===== src/rtl/prog_loader.sv =====
// Program loader: receives a length-prefixed byte stream, assembles
// little-endian 32-bit words, writes them to instruction memory and
// verifies an XOR checksum before releasing the core from reset.
module prog_loader #(
  parameter logic [31:0] BASE_ADDR = 32'h0000_0000,
  parameter int          MAX_WORDS = 1024
) (
  input  logic        clk,
  input  logic        reset,
  input  logic        start_i,
  input  logic        byte_valid_i,
  input  logic [7:0]  byte_data_i,
  output logic        byte_ready_o,
  output logic        imem_wr_en_o,
  output logic [31:0] imem_addr_o,
  output logic [31:0] imem_wr_data_o,
  output logic        cpu_reset_o,
  output logic        done_o,
  output logic        err_o
);

  typedef enum logic [2:0] {
    S_IDLE, S_LEN_HI, S_LEN_LO, S_DATA, S_CSUM, S_DONE, S_ERR
  } state_e;

  state_e      state_q, state_d;
  logic [15:0] len_q, len_d;
  logic [15:0] word_idx_q, word_idx_d;
  logic [1:0]  byte_idx_q, byte_idx_d;
  logic [7:0]  csum_q, csum_d;
  logic [23:0] asm_q, asm_d;        // lanes 0..2; lane 3 comes straight from the input
  logic        wr_q, wr_d;
  logic [31:0] addr_q, addr_d;
  logic [31:0] wdata_q, wdata_d;
  logic        accept;
  logic [15:0] len_rx;

  assign byte_ready_o   = (state_q == S_LEN_HI) || (state_q == S_LEN_LO) ||
                          (state_q == S_CSUM)   || ((state_q == S_DATA) && !wr_q);
  assign accept         = byte_valid_i && byte_ready_o;
  assign len_rx         = {len_q[15:8], byte_data_i};
  assign imem_wr_en_o   = wr_q;
  assign imem_addr_o    = addr_q;
  assign imem_wr_data_o = wdata_q;
  assign cpu_reset_o    = (state_q != S_DONE);
  assign done_o         = (state_q == S_DONE);
  assign err_o          = (state_q == S_ERR);

  // Next-state logic: stream parsing, word assembly and write scheduling.
  always_comb begin
    state_d    = state_q;
    len_d      = len_q;
    word_idx_d = word_idx_q;
    byte_idx_d = byte_idx_q;
    csum_d     = csum_q;
    asm_d      = asm_q;
    wr_d       = 1'b0;
    addr_d     = addr_q;
    wdata_d    = wdata_q;
    case (state_q)
      S_IDLE, S_DONE, S_ERR: begin
        if (start_i) begin
          state_d    = S_LEN_HI;
          word_idx_d = '0;
          byte_idx_d = '0;
          csum_d     = '0;
        end
      end
      S_LEN_HI: begin
        if (accept) begin
          len_d   = {byte_data_i, 8'h00};
          state_d = S_LEN_LO;
        end
      end
      S_LEN_LO: begin
        if (accept) begin
          len_d = len_rx;
          if (len_rx == 16'd0)                       state_d = S_CSUM;
          else if (32'(len_rx) > 32'(MAX_WORDS))     state_d = S_ERR;
          else                                       state_d = S_DATA;
        end
      end
      S_DATA: begin
        if (wr_q) begin
          // Write cycle: advance to the next word, or finish after the last one.
          word_idx_d = word_idx_q + 16'd1;
          if (word_idx_q == len_q - 16'd1) state_d = S_CSUM;
        end else if (accept) begin
          csum_d     = csum_q ^ byte_data_i;
          byte_idx_d = byte_idx_q + 2'd1;
          case (byte_idx_q)
            2'd0: asm_d[7:0]   = byte_data_i;
            2'd1: asm_d[15:8]  = byte_data_i;
            2'd2: asm_d[23:16] = byte_data_i;
            default: begin
              wr_d    = 1'b1;
              addr_d  = BASE_ADDR + {14'd0, word_idx_q, 2'b00};
              wdata_d = {byte_data_i, asm_q};
            end
          endcase
        end
      end
      S_CSUM: begin
        if (accept) state_d = (byte_data_i == csum_q) ? S_DONE : S_ERR;
      end
      default: state_d = S_IDLE;
    endcase
  end

  // State register; reset drops any pending write and clears the write bus.
  always_ff @(posedge clk) begin
    if (!reset) begin
      state_q    <= S_IDLE;
      len_q      <= '0;
      word_idx_q <= '0;
      byte_idx_q <= '0;
      csum_q     <= '0;
      asm_q      <= '0;
      wr_q       <= 1'b0;
      addr_q     <= '0;
      wdata_q    <= '0;
    end else begin
      state_q    <= state_d;
      len_q      <= len_d;
      word_idx_q <= word_idx_d;
      byte_idx_q <= byte_idx_d;
      csum_q     <= csum_d;
      asm_q      <= asm_d;
      wr_q       <= wr_d;
      addr_q     <= addr_d;
      wdata_q    <= wdata_d;
    end
  end

endmodule


===== config.mk =====
export PLATFORM = sky130hd
export DESIGN_NAME = prog_loader
export DESIGN_NICKNAME = d
export VERILOG_FILES = /design/src/rtl/prog_loader.sv
export SDC_FILE = /design/constraint.sdc
export NUM_CORES = 1
export LEC_CHECK = 0
export BUFFER_PORTS_ARGS = -buffer_cell sky130_fd_sc_hd__buf_2
export CORE_UTILIZATION = 52
export DETAILED_ROUTE_END_ITERATION = 8
export PLACE_DENSITY = 0.79
export RECOVER_POWER = 25
export SYNTH_ARGS = -nofsm -noshare
export SYNTH_HDL_FRONTEND = slang
export SYNTH_SLANG_ARGS = --single-unit

===== constraint.sdc =====
create_clock -name clk -period 2.94 [get_ports clk]
set_clock_uncertainty 0.15 [all_clocks]
set_input_delay 0.147 -clock clk [delete_from_list [all_inputs] [get_ports clk]]
set_output_delay 0.147 -clock clk [all_outputs]
set_load 0.05 [all_outputs]

# ---- Word-level counts from Yosys, hierarchy flattened
# Cells that the tools add are included.
# Widths: inputs -> output; s select.
dict set report op_classes {
  addsub 3
  order_cmp 1
  n_eq_ne 19
  muxes 25
  bitwise 7
  n_reduce_logical 23
}
# operator count
set ops {}
lappend ops {{$pmux 16 s2} 2}
lappend ops {{$mux 16} 3}
lappend ops {{$mux 8} 4}
lappend ops {{$mux 3} 8}
lappend ops {{$reduce_and 4->1} 5}
lappend ops {{$add 16x1->16 const B} 1}
lappend ops {{$eq 16x16->1} 1}
lappend ops {{$gt 16x11->1 const B} 1}
lappend ops {{$logic_not 16->1} 1}
lappend ops {{$pmux 8 s2} 1}
lappend ops {{$sub 16x1->16 const B} 1}
lappend ops {{$pmux 3 s5} 1}
lappend ops {{$ne 2x2->1 const B} 7}
lappend ops {{$eq 3x3->1 const B} 3}
lappend ops {{$reduce_and 3->1} 3}
lappend ops {{$eq 8x8->1} 1}
lappend ops {{$mux 2} 4}
lappend ops {{$xor 8x8->8} 1}
lappend ops {{$eq 3x2->1 const B} 2}
lappend ops {{$not 1->1} 6}
lappend ops {{$reduce_and 6->1} 1}
lappend ops {{$reduce_or 3->1} 2}
lappend ops {{$pmux 2 s2} 1}
lappend ops {{$reduce_bool 2->1} 2}
lappend ops {{other kinds (13)} 16}
dict set report word_totals {
  ff_bits 118
  in_bits 12
  output_inout_bits 69
  word_cells 90
}

# ---- Longest topological paths before layout
# Gate-level depths: netlist of run 1.
dict set report depth {
  depth_word 8
  depth_mapped 10
}

# ---- Worst setup path before layout of run 1
# OpenSTA, ideal clock, no wires.
dict set report synth_path {
  path_kind {reg-to-reg}
  startpoint {register len_q[0]}
  endpoint {register state_q[2]}
  t_arrival_ns 2.754
  slack_ns -0.060
  stages_incl_launch_ff 10
  synth_period_minus_slack_ns 3.000
  path_cell_list {dfxtp_1 > inv_1 > ha_1 > nor2b_1 > and2_1 > or4_1 > o2bb2ai_1 > o31a_1 > or4b_4 > o41ai_2}
}
dict set report synth_via {
  elab_chain_len 4
}
# item line_no
set synth_rtl {}
lappend synth_rtl {{from (decl)} 27} ;# logic [15:0] len_q, len_d;
lappend synth_rtl {{from (signal assigned)} 124} ;# len_q <= len_d;
lappend synth_rtl {{$sub 16x1->16} 87} ;# if (word_idx_q == len_q - 16'd1) state_d = S_CSUM;
lappend synth_rtl {{$eq 16x16->1} 87}
lappend synth_rtl {{$ne 2x1->1 (no source line)} --}
lappend synth_rtl {{$reduce_and 6->1 (no source line)} --}
lappend synth_rtl {{to (signal assigned)} 123} ;# state_q <= state_d;
lappend synth_rtl {{to (decl)} 26} ;# state_e state_q, state_d;
# Every way passes these cells.
# A chain may end at the register's enable or synchronous reset.

# ---- Worst setup path in the final report of run 1
dict set report layout_path {
  startpoint {register len_q[0]}
  endpoint {register state_q[1]}
}
# The elaborated chain is that of the path after synthesis.

==> flow_metrics.py, run 1 <==
metrics = {
    "floorplan": {
        "pin_count": 81,
        "dieArea_sq_um": 11400,
        "rows": 37,
        "die_h_um": 107,
        "core-area_sq_um": 10500,
        "initial_utilization_pct": 54.5,
        "die_w_um": 107,
    },
    "timing": {
        "setup_tns_ps": 0,
        "min_period_over_period_pct": 95.9,
        "period_needed_ps": 2820,
        "slew_viol_final": 0,
        "finalHoldViolations": 0,
        "relSlewSlack_pct": 59.1,
        "worst_pin_slew_ps": 616,
        "setup_viol": 0,
        "rsz0062_at_grt": "false",
        "fmax_mhz": 355,
    },
    "routing": {
        "ant_nets": 0,
        "vias": 4987,
        "drtIter0Drc": 301,
        "drt_first_pass_iters": 4,
        "finalWirelength_mm": 13.6,
        "viasPerCell": 5.38,
        "drcViolationCount": 0,
        "wire_per_inst_um": 14.7,
    },
    "clock_network": {
        "clkTransAtPathRegs_ps": 60,
        "cts_inserted_buffers": 17,
        "cts.sinks": 118,
        "clock_path_buffers": 2,
        "htreeDepth": 4,
        "cts-root-buf": "clkbuf_8",
        "cts_tree": "built",
        "clock_latency_ps": 510,
    },
    "synthesis": {
        "ys_seq_area_share_pct": 41.4,
        "ys_dominant_reg_cell": "dfxtp_1",
        "async_flop_share_pct": 0,
        "synth_top_cell_area_share_pct": 41.4,
        "synth_cells": 716,
        "ys_top_cells_by_area": "dfxtp_1 41%, nand2_1 11%, a21boi_0 11%, xnor2_1 3.8%, clkbuf_1 3.1%",
        "synth_top_cell_by_area": "dfxtp_1",
        "synth_edf_count": 0,
        "avgSynthCellArea_sq_um": 7.96,
        "yosysWarningCount": 0,
        "syn_area_sq_um": 5700,
        "ys_seq_elements": 118,
        "synth.distinct_cells": 52,
    },
    "global_route": {
        "grt_pass1_vias": 4830,
        "grtUsageTotal_pct": 25.0,
        "antenna_found_initial": 0,
        "grt.overflow.total": 0,
        "grt_max_degree": 82,
        "grt_pass1_wl_mm": 22.4,
    },
    "placement": {
        "place_congestion": 0.853,
        "io_buffers": 64,
        "post-dp-hpwl_mm": 9.21,
    },
    "power": {
        "power_leakage_nw": 2.40,
        "power.density_nw_per_um2": 703,
        "ir_worst_vdd_mv": 0.459,
    },
    "status": {
        "status": "finished, final reports clean",
    },
    "worst_hold_path": {
        "hold_class": "input port to flip-flop",
        "hold_start": "start_i",
    },
    "worst_setup_path": {
        "critPathLaunch": "len_q[0]",
        "crit_path_start_kind": "flip-flop",
        "cp.arrival_ps": 3080,
        "worst_setup_path_end_kind": "flip-flop",
        "worstPathRequired_ps": 3200,
        "crit_path_max_fanout": 3,
        "worstSetupPathType": "flip-flop to flip-flop",
        "r2r-start": "len_q[0]",
    },
    "run": {
        "drv_cap": 0,
    },
    "final_layout": {
        "final_cell_mix": "173 x nand2_1, 116 x dfxtp_1, 81 x a21boi_0, 45 x clkbuf_1, 34 x nor2_1",
        "final_util_pct": 64.3,
        "drive_gt1_share_pct": 10.6,
        "layout_commonest_cell": "nand2_1",
        "antennaDiodeCount": 0,
        "nets": 796,
        "syn_to_final_growth_pct": 18.0,
    },
}
==> state kept, by name (all words and copies together), names as in the netlist <==
name,cells
imem_wr_en_o,1
byte_idx_q,2
len_q,16
imem_wr_data_o,32
imem_addr_o,16
state_q,3
asm_q,24
csum_q,8
word_idx_q,16
==> path summary, 6_finish.rpt <==
path / end / slack [ps] / cells past startpoint
worst max-delay path: state_q[1] / 120 / 9
worst min-delay path: state_q[1] / 120 / 6
worst max register to register: state_q[1] / 120 / 9
worst min register to register: imem_addr_o[2] / 310 / 2
==> cell families (layout without fill, tap and decap cells) <==
| family | after synthesis | after routing | synth area share, % |
|---|---|---|---|
| AND/OR/NAND/NOR | 319 | 319 | 25.7 |
| AO/OA/AOI/OAI | 147 | 147 | 18.1 |
| flip-flops | 118 | 118 | 41.4 |
| buffers and inverters | 81 | 141 | 6.45 |
| XOR/XNOR | 37 | 37 | 5.68 |
| multiplexers | 7 | 7 | 1.25 |
| adder cells (fa/ha/maj) | 6 | 6 | 1.32 |
| other | 1 | 16 | 0.0658 |
==> power by group <==
| group | leakage [nW] | total (mW) | switching, mW | internal [mW] |
|---|---|---|---|---|
| clock network | 0.278 | 1.96 | 0.699 | 1.26 |
| registers | 0.952 | 1.73 | 0.0812 | 1.65 |
| logic | 1.17 | 1.03 | 0.633 | 0.397 |
| total | 2.40 | 4.73 | 1.41 | 3.31 |
==> cell type report <==
cell class | count | area [sq um]
well taps | 136 | 170
repair buffers | 95 | 536
flip-flops and latches | 118 | 2360
fillers | 890 | 3740
clock buffers | 23 | 467
inverters | 14 | 52.6
clock inverters | 9 | 100
multi-input cells | 532 | 3040
==> per-stage QoR <==
| step | setup slack, ps | hold WS [ps] | power (mW) | cell area (sq um) | instances |
|---|---|---|---|---|---|
| 2_1_floorplan | 31.0 | 257 | 2.54 | 5760 | 731 |
| 3_3_place_gp | 98.8 | 297 | 2.74 | 6120 | 886 |
| 3_5_place_dp | 61.0 | 303 | 2.77 | 6120 | 886 |
| 4_1_cts | 42.7 | 102 | 4.74 | 6780 | 927 |
| 5_1_grt | 11.0 | 147 | 4.93 | 6730 | 927 |
| 6_report | 120 | 120 | 4.73 | 6730 | 927 |
==> Yosys cell counts, types with 2 or more instances <==
cell,n
and3b_1,2
o211ai_1,4
nand3b_1,2
a211oi_1,2
buf_4,17
nor2_1,34
nand3_1,31
or4_1,2
mux2i_1,6
and3_1,3
inv_1,14
dfxtp_1,118
nand4_1,6
a21boi_0,81
ha_1,6
or3_1,4
xor2_1,12
o22ai_1,2
buf_1,3
a21oi_1,16
clkbuf_1,47
and2_1,9
a31oi_1,2
a22oi_1,8
nor4_1,9
nand4b_1,3
nor3b_1,2
xnor2_1,25
nor3_1,9
o21ai_0,20
nand2b_1,5
nor2b_1,20
nand2_1,173
==> worst max-delay path, stage by stage (launching register included) <==
cell and delay, ps:
dfxtp_2 320, inv_1 40, ha_2 180, nor2b_1 140, and2_1 140, or4_1 510
o2bb2ai_1 130, o31a_1 300, or4b_4 530, o221a_2 260
==> metal layers <==
| metal | vias up | track usage, % | share of wire, % |
|---|---|---|---|
| li1 | 2505 | - | - |
| met1 | 2329 | 30.6 | 43 |
| met2 | 130 | 42.3 | 49 |
| met3 | 23 | 5.23 | 6.2 |
| met4 | 0 | 11.0 | 1.8 |
| met5 | - | 0 | 0 |
==> repair_timing <==
item,4_1_cts,5_1_grt
gates resized for setup,0,1
setup endpoints to repair,0,2
hold buffers,9,0
hold endpoints to repair,68,0
setup buffers,0,0
No activity file was read; power rests on OpenSTA's default activity.
==> run 2, diff against run 1 <==
- REMOVE_ABC_BUFFERS: not set -> 1
==> run 2 against run 1 <==
Compared with the run above: final cell count is the same; setup slack lost 80 ps; die area is the same; first-iteration DRC count shrank 38%.
==> flow_metrics.py, run 2 (synthesis gave the netlist of run 1 again) <==
metrics = {
    "status": {
        "status": "finished, final reports clean",
    },
    "final_layout": {
        "drive_gt1_share_pct": 11.3,
        "largest_reg_flops": 32,
        "fillers": 919,
        "final_area_sq_um": 6740,
        "final_cell_mix": "173 x nand2_1, 115 x dfxtp_1, 81 x a21boi_0, 45 x clkbuf_1, 34 x nor2_1",
        "layout_commonest_cell": "nand2_1",
        "multiInputGateArea_sq_um": 3050,
        "final_util_pct": 64.5,
        "nets": 796,
        "antennaDiodeCount": 0,
        "syn_to_final_growth_pct": 18.3,
        "regArea_sq_um": 2370,
    },
    "clock_network": {
        "clkTransAtPathRegs_ps": 60,
        "clock_latency_ps": 510,
        "post_cts_buffers": 0,
        "cts_inserted_buffers": 17,
        "cts_tree": "built",
        "htreeDepth": 4,
        "clock_path_buffers": 2,
        "cts.sinks": 118,
        "cts-root-buf": "clkbuf_8",
    },
    "floorplan": {
        "core-area_sq_um": 10500,
        "initial_utilization_pct": 54.5,
        "dieArea_sq_um": 11400,
        "die_w_um": 107,
        "die_h_um": 107,
        "pin_count": 81,
        "rows": 37,
    },
    "worst_setup_path": {
        "worstSetupPathType": "flip-flop to flip-flop",
        "worstPathRequired_ps": 3190,
        "crit_path_start_kind": "flip-flop",
        "worst_setup_path_end_kind": "flip-flop",
        "cp.arrival_ps": 3150,
        "crit_path_max_fanout": 3,
    },
    "global_route": {
        "use_met1_pct": 30.8,
        "grt.overflow.total": 0,
        "antenna_found_initial": 0,
        "gr-usage-met3_pct": 4.62,
        "grtUsageTotal_pct": 25.5,
        "grt_pass1_vias": 4865,
        "gr-usage-met2_pct": 44.2,
        "grt_max_degree": 55,
        "grt_pass1_wl_mm": 22.9,
        "top_usage_layer": "met2",
    },
    "timing": {
        "slew_viol_final": 0,
        "period_needed_ps": 2900,
        "min_period_over_period_pct": 98.6,
        "setup_viol": 0,
        "finalHoldViolations": 0,
        "setup_tns_ps": 0,
        "fmax_mhz": 345,
        "whs_ps": 123,
        "worst_pin_slew_ps": 618,
        "relSlewSlack_pct": 59.0,
    },
    "placement": {
        "io_buffers": 64,
        "post-dp-hpwl_mm": 9.28,
        "place_congestion": 0.849,
        "placed_cell_area_sq_um": 6110,
    },
    "run": {
        "drv_cap": 0,
    },
    "routing": {
        "wire_per_inst_um": 15.0,
        "ant_nets": 0,
        "drt_first_pass_iters": 5,
        "viasPerCell": 5.49,
        "finalWirelength_mm": 13.9,
        "drcViolationCount": 0,
        "vias": 5093,
        "drtIter0Drc": 186,
    },
    "power": {
        "power_mw": 4.77,
        "power.density_nw_per_um2": 707,
        "power_leakage_nw": 2.40,
        "ir_worst_vdd_mv": 0.450,
    },
    "worst_hold_path": {
        "hold_class": "input port to flip-flop",
    },
}
## run 2: worst max-delay path: stages (launching register included)
cell and delay, ps:
dfxtp_2 320, inv_1 40, ha_2 180, nor2b_2 160
and2_4 140, or4_4 530, o2bb2ai_2 130, o31a_1 300
or4b_4 580, o221a_2 260
## run 2: where the power goes
group	switching (mW)	leakage (nW)	total (mW)	internal (mW)
logic	0.626	1.18	1.03	0.409
clock network	0.753	0.273	1.98	1.23
registers	0.0990	0.953	1.75	1.65
## run 2: final timing paths
check | from | to | slack (ps) | cells after the start
max | len_q[0] | state_q[1] | 40 | 9
min | byte_valid_i | len_q[3] | 120 | 4
min reg2reg | imem_addr_o[6] | imem_addr_o[6] | 310 | 2
max reg2reg | len_q[0] | state_q[1] | 40 | 9
## run 2: per-stage QoR
stage	worst slack, ps	instances
2_1_floorplan	-1930	664
3_3_place_gp	63.2	885
3_5_place_dp	-29.0	885
4_1_cts	24.0	927
5_1_grt	-2.11	927
6_report	40.1	927
## run 2: timing repair
action                     in CTS  in global routing
gates resized for setup         0                  9
hold buffers                   10                  0
pin swaps                       2                  1
hold endpoints to repair       63                  0
setup endpoints to repair       2                  3
## run 2: layout make-up
type	count	share of cell area, %
timing repair buffer	95	7.98
sequential	118	35.1
clock inverter	11	1.86
multi-input combinational	532	45.3
tap	136	2.52
inverter	14	0.779
clock buffer	21	6.51
## run 2: metal layers
metal / routed length, um / vias to the layer above
met3: 647 / 25
met4: 300 / 0
met2: 6860 / 153
met5: 0 / -
met1: 6110 / 2423
li1: - / 2492
==> run 3, diff against run 2 <==
- clock period: 2.94 -> 2.6 ns (I/O delays scaled with it)
==> run 3 against run 2 <==
Compared with the run above: the run now ends with setup timing left; worst hold slack worse by 21 ps; via count is 1.5% higher; utilization is 1.9 points higher; sequential cell count stayed put; highest routed layer unchanged; critical path type unchanged; global-route usage is 0.90 points higher; cell area is 3.0% higher.
==> flow_metrics.py, run 3 (synthesis gave the netlist of run 1 again) <==
metrics = {
    "final_layout": {
        "regArea_sq_um": 2370,
        "drive_gt1_share_pct": 14.1,
        "syn_to_final_growth_pct": 21.8,
        "multiInputGateArea_sq_um": 3120,
        "layout_commonest_cell": "nand2_1",
        "final_area_sq_um": 6950,
        "final_cells": 943,
        "final_cell_mix": "173 x nand2_1, 114 x dfxtp_1, 81 x a21boi_0, 43 x clkbuf_1, 35 x buf_4",
        "nets": 812,
        "largest_reg_flops": 32,
        "antennaDiodeCount": 0,
        "fillers": 891,
    },
    "worst_setup_path": {
        "path_cells": "inv_2, ha_4, nor2b_4, and2_4, or4_4, o2bb2ai_2, o31a_1, or4b_4, o221a_4",
        "worstPathRequired_ps": 2860,
        "cp.arrival_ps": 2950,
        "worstSetupPathType": "flip-flop to flip-flop",
        "crit_path_start_kind": "flip-flop",
        "crit_path_max_fanout": 3,
        "worst_setup_path_end_kind": "flip-flop",
        "crit_slowest_cell": "or4b_4",
        "cp_top_family": "simple AND/OR/NAND/NOR gates",
        "crit_path_max_incr_delay_ps": 550,
        "path_buf_inv": 1,
    },
    "global_route": {
        "antenna_found_initial": 0,
        "grt.overflow.total": 0,
        "gr-usage-met2_pct": 47.8,
        "grt_pass1_vias": 5005,
        "grtUsageTotal_pct": 26.4,
        "top_usage_layer": "met2",
        "use_met1_pct": 29.8,
        "grt_max_degree": 41,
        "gr-usage-met3_pct": 6.50,
        "grt_pass1_wl_mm": 23.5,
    },
    "worst_hold_path": {
        "hold_class": "input port to flip-flop",
    },
    "power": {
        "switching_share_pct": 31.7,
        "power.density_nw_per_um2": 797,
        "p_int_mw": 3.78,
        "p_switching_mw": 1.75,
        "p_seq_share_pct": 35.5,
        "ir_worst_vdd_mv": 0.500,
        "power_leakage_nw": 2.52,
        "pwr-share-comb_pct": 24.9,
        "clkPwrFrac_pct": 39.6,
    },
    "floorplan": {
        "initial_utilization_pct": 54.5,
        "dieArea_sq_um": 11400,
        "die_h_um": 107,
        "rows": 37,
        "core-area_sq_um": 10500,
        "die_w_um": 107,
        "pin_count": 81,
    },
    "routing": {
        "vias": 5168,
        "drtIter0Drc": 271,
        "drcViolationCount": 0,
        "viasPerCell": 5.48,
        "finalWirelength_mm": 14.6,
        "wire_per_inst_um": 15.5,
        "ant_nets": 0,
        "drt_first_pass_iters": 5,
    },
    "timing": {
        "finalHoldViolations": 0,
        "period_needed_ps": 2690,
        "min_period_over_period_pct": 103,
        "fmax_mhz": 372,
        "setup_viol": 3,
        "worst_pin_slew_ps": 620,
        "rsz0062_at_grt": "true",
        "relSlewSlack_pct": 58.9,
        "slew_viol_final": 0,
        "fin_ws_ps": -90.1,
    },
    "placement": {
        "place_congestion": 0.893,
        "placed_cell_area_sq_um": 6240,
        "dp.cells": 901,
        "io_buffers": 64,
        "post-dp-hpwl_mm": 9.69,
    },
    "clock_network": {
        "cts_inserted_buffers": 17,
        "cts.sinks": 118,
        "clock_path_buffers": 2,
        "clkTransAtPathRegs_ps": 60,
        "clock_latency_ps": 520,
        "cts_tree": "built",
        "htreeDepth": 4,
        "cts-root-buf": "clkbuf_8",
    },
    "run": {
        "drv_cap": 0,
    },
    "status": {
        "status": "complete, but fails checks",
        "violations": "setup timing",
    },
}
==> run 3: worst paths after layout <==
kind	slack, ps	depth (start not counted)	end	startpoint
max	-90	9	state_q[1]	len_q[1]
min	100	5	byte_idx_q[0]	byte_valid_i
max reg2reg	-90	9	state_q[1]	len_q[1]
min reg2reg	310	2	imem_wr_data_o[0]	imem_wr_data_o[0]
==> run 3: per-stage QoR <==
step,utilization [%],TNS (ps),hold slack [ps],total power [mW],worst slack [ps]
after floorplan,-,-150050,97.5,2.79,-2270
after global placement,59.7,-605,296,3.16,-255
after detailed placement,59.7,-852,304,3.22,-384
after CTS,66.4,-89.1,85.7,5.46,-51.3
after global routing,66.4,-208,109,5.75,-102
final,66.4,-176,102,5.53,-90.1
==> run 3: power by group through the flow <==
stage / Sequential, mW / Combinational [mW] / Clock (mW)
floorplan: 1.99 / 0.798 / 0
global placement: 1.98 / 1.18 / 0
detailed placement: 1.99 / 1.23 / 0
CTS: 1.95 / 1.30 / 2.21
global route: 1.97 / 1.48 / 2.29
finish: 1.97 / 1.38 / 2.19
==> run 3: timing repair <==
action	CTS	global route
setup buffers	0	1
resized for setup	13	10
setup endpoints to repair	3	19
endpoints found under the hold margin	66	0
pin swaps	7	2
hold buffers	9	0
==> run 3: worst reg2reg max path: cells and delay by family (launching register included) <==
kind / cells / cell delay (ps)
AOI/OAI and AO/OA: 3 / 630
adders and majority gates: 1 / 150
buffers and inverters: 1 / 40
DFF: 1 / 330
and+or+nand+nor: 4 / 1280
==> run 3: routing by layer <==
metal	vias up	part of all wire, %
met4	0	1.2
li1	2526	-
met3	21	5.3
met1	2468	42
met2	153	52
met5	-	0
==> run 3: area by class of cell <==
type                       count  share of cell area (%)
clock buffer                  21                    6.61
sequential                   118                    34.1
clock inverter                11                    1.44
tap                          136                    2.45
timing repair buffer         111                    9.67
multi-input combinational    532                    45.0
inverter                      14                   0.757
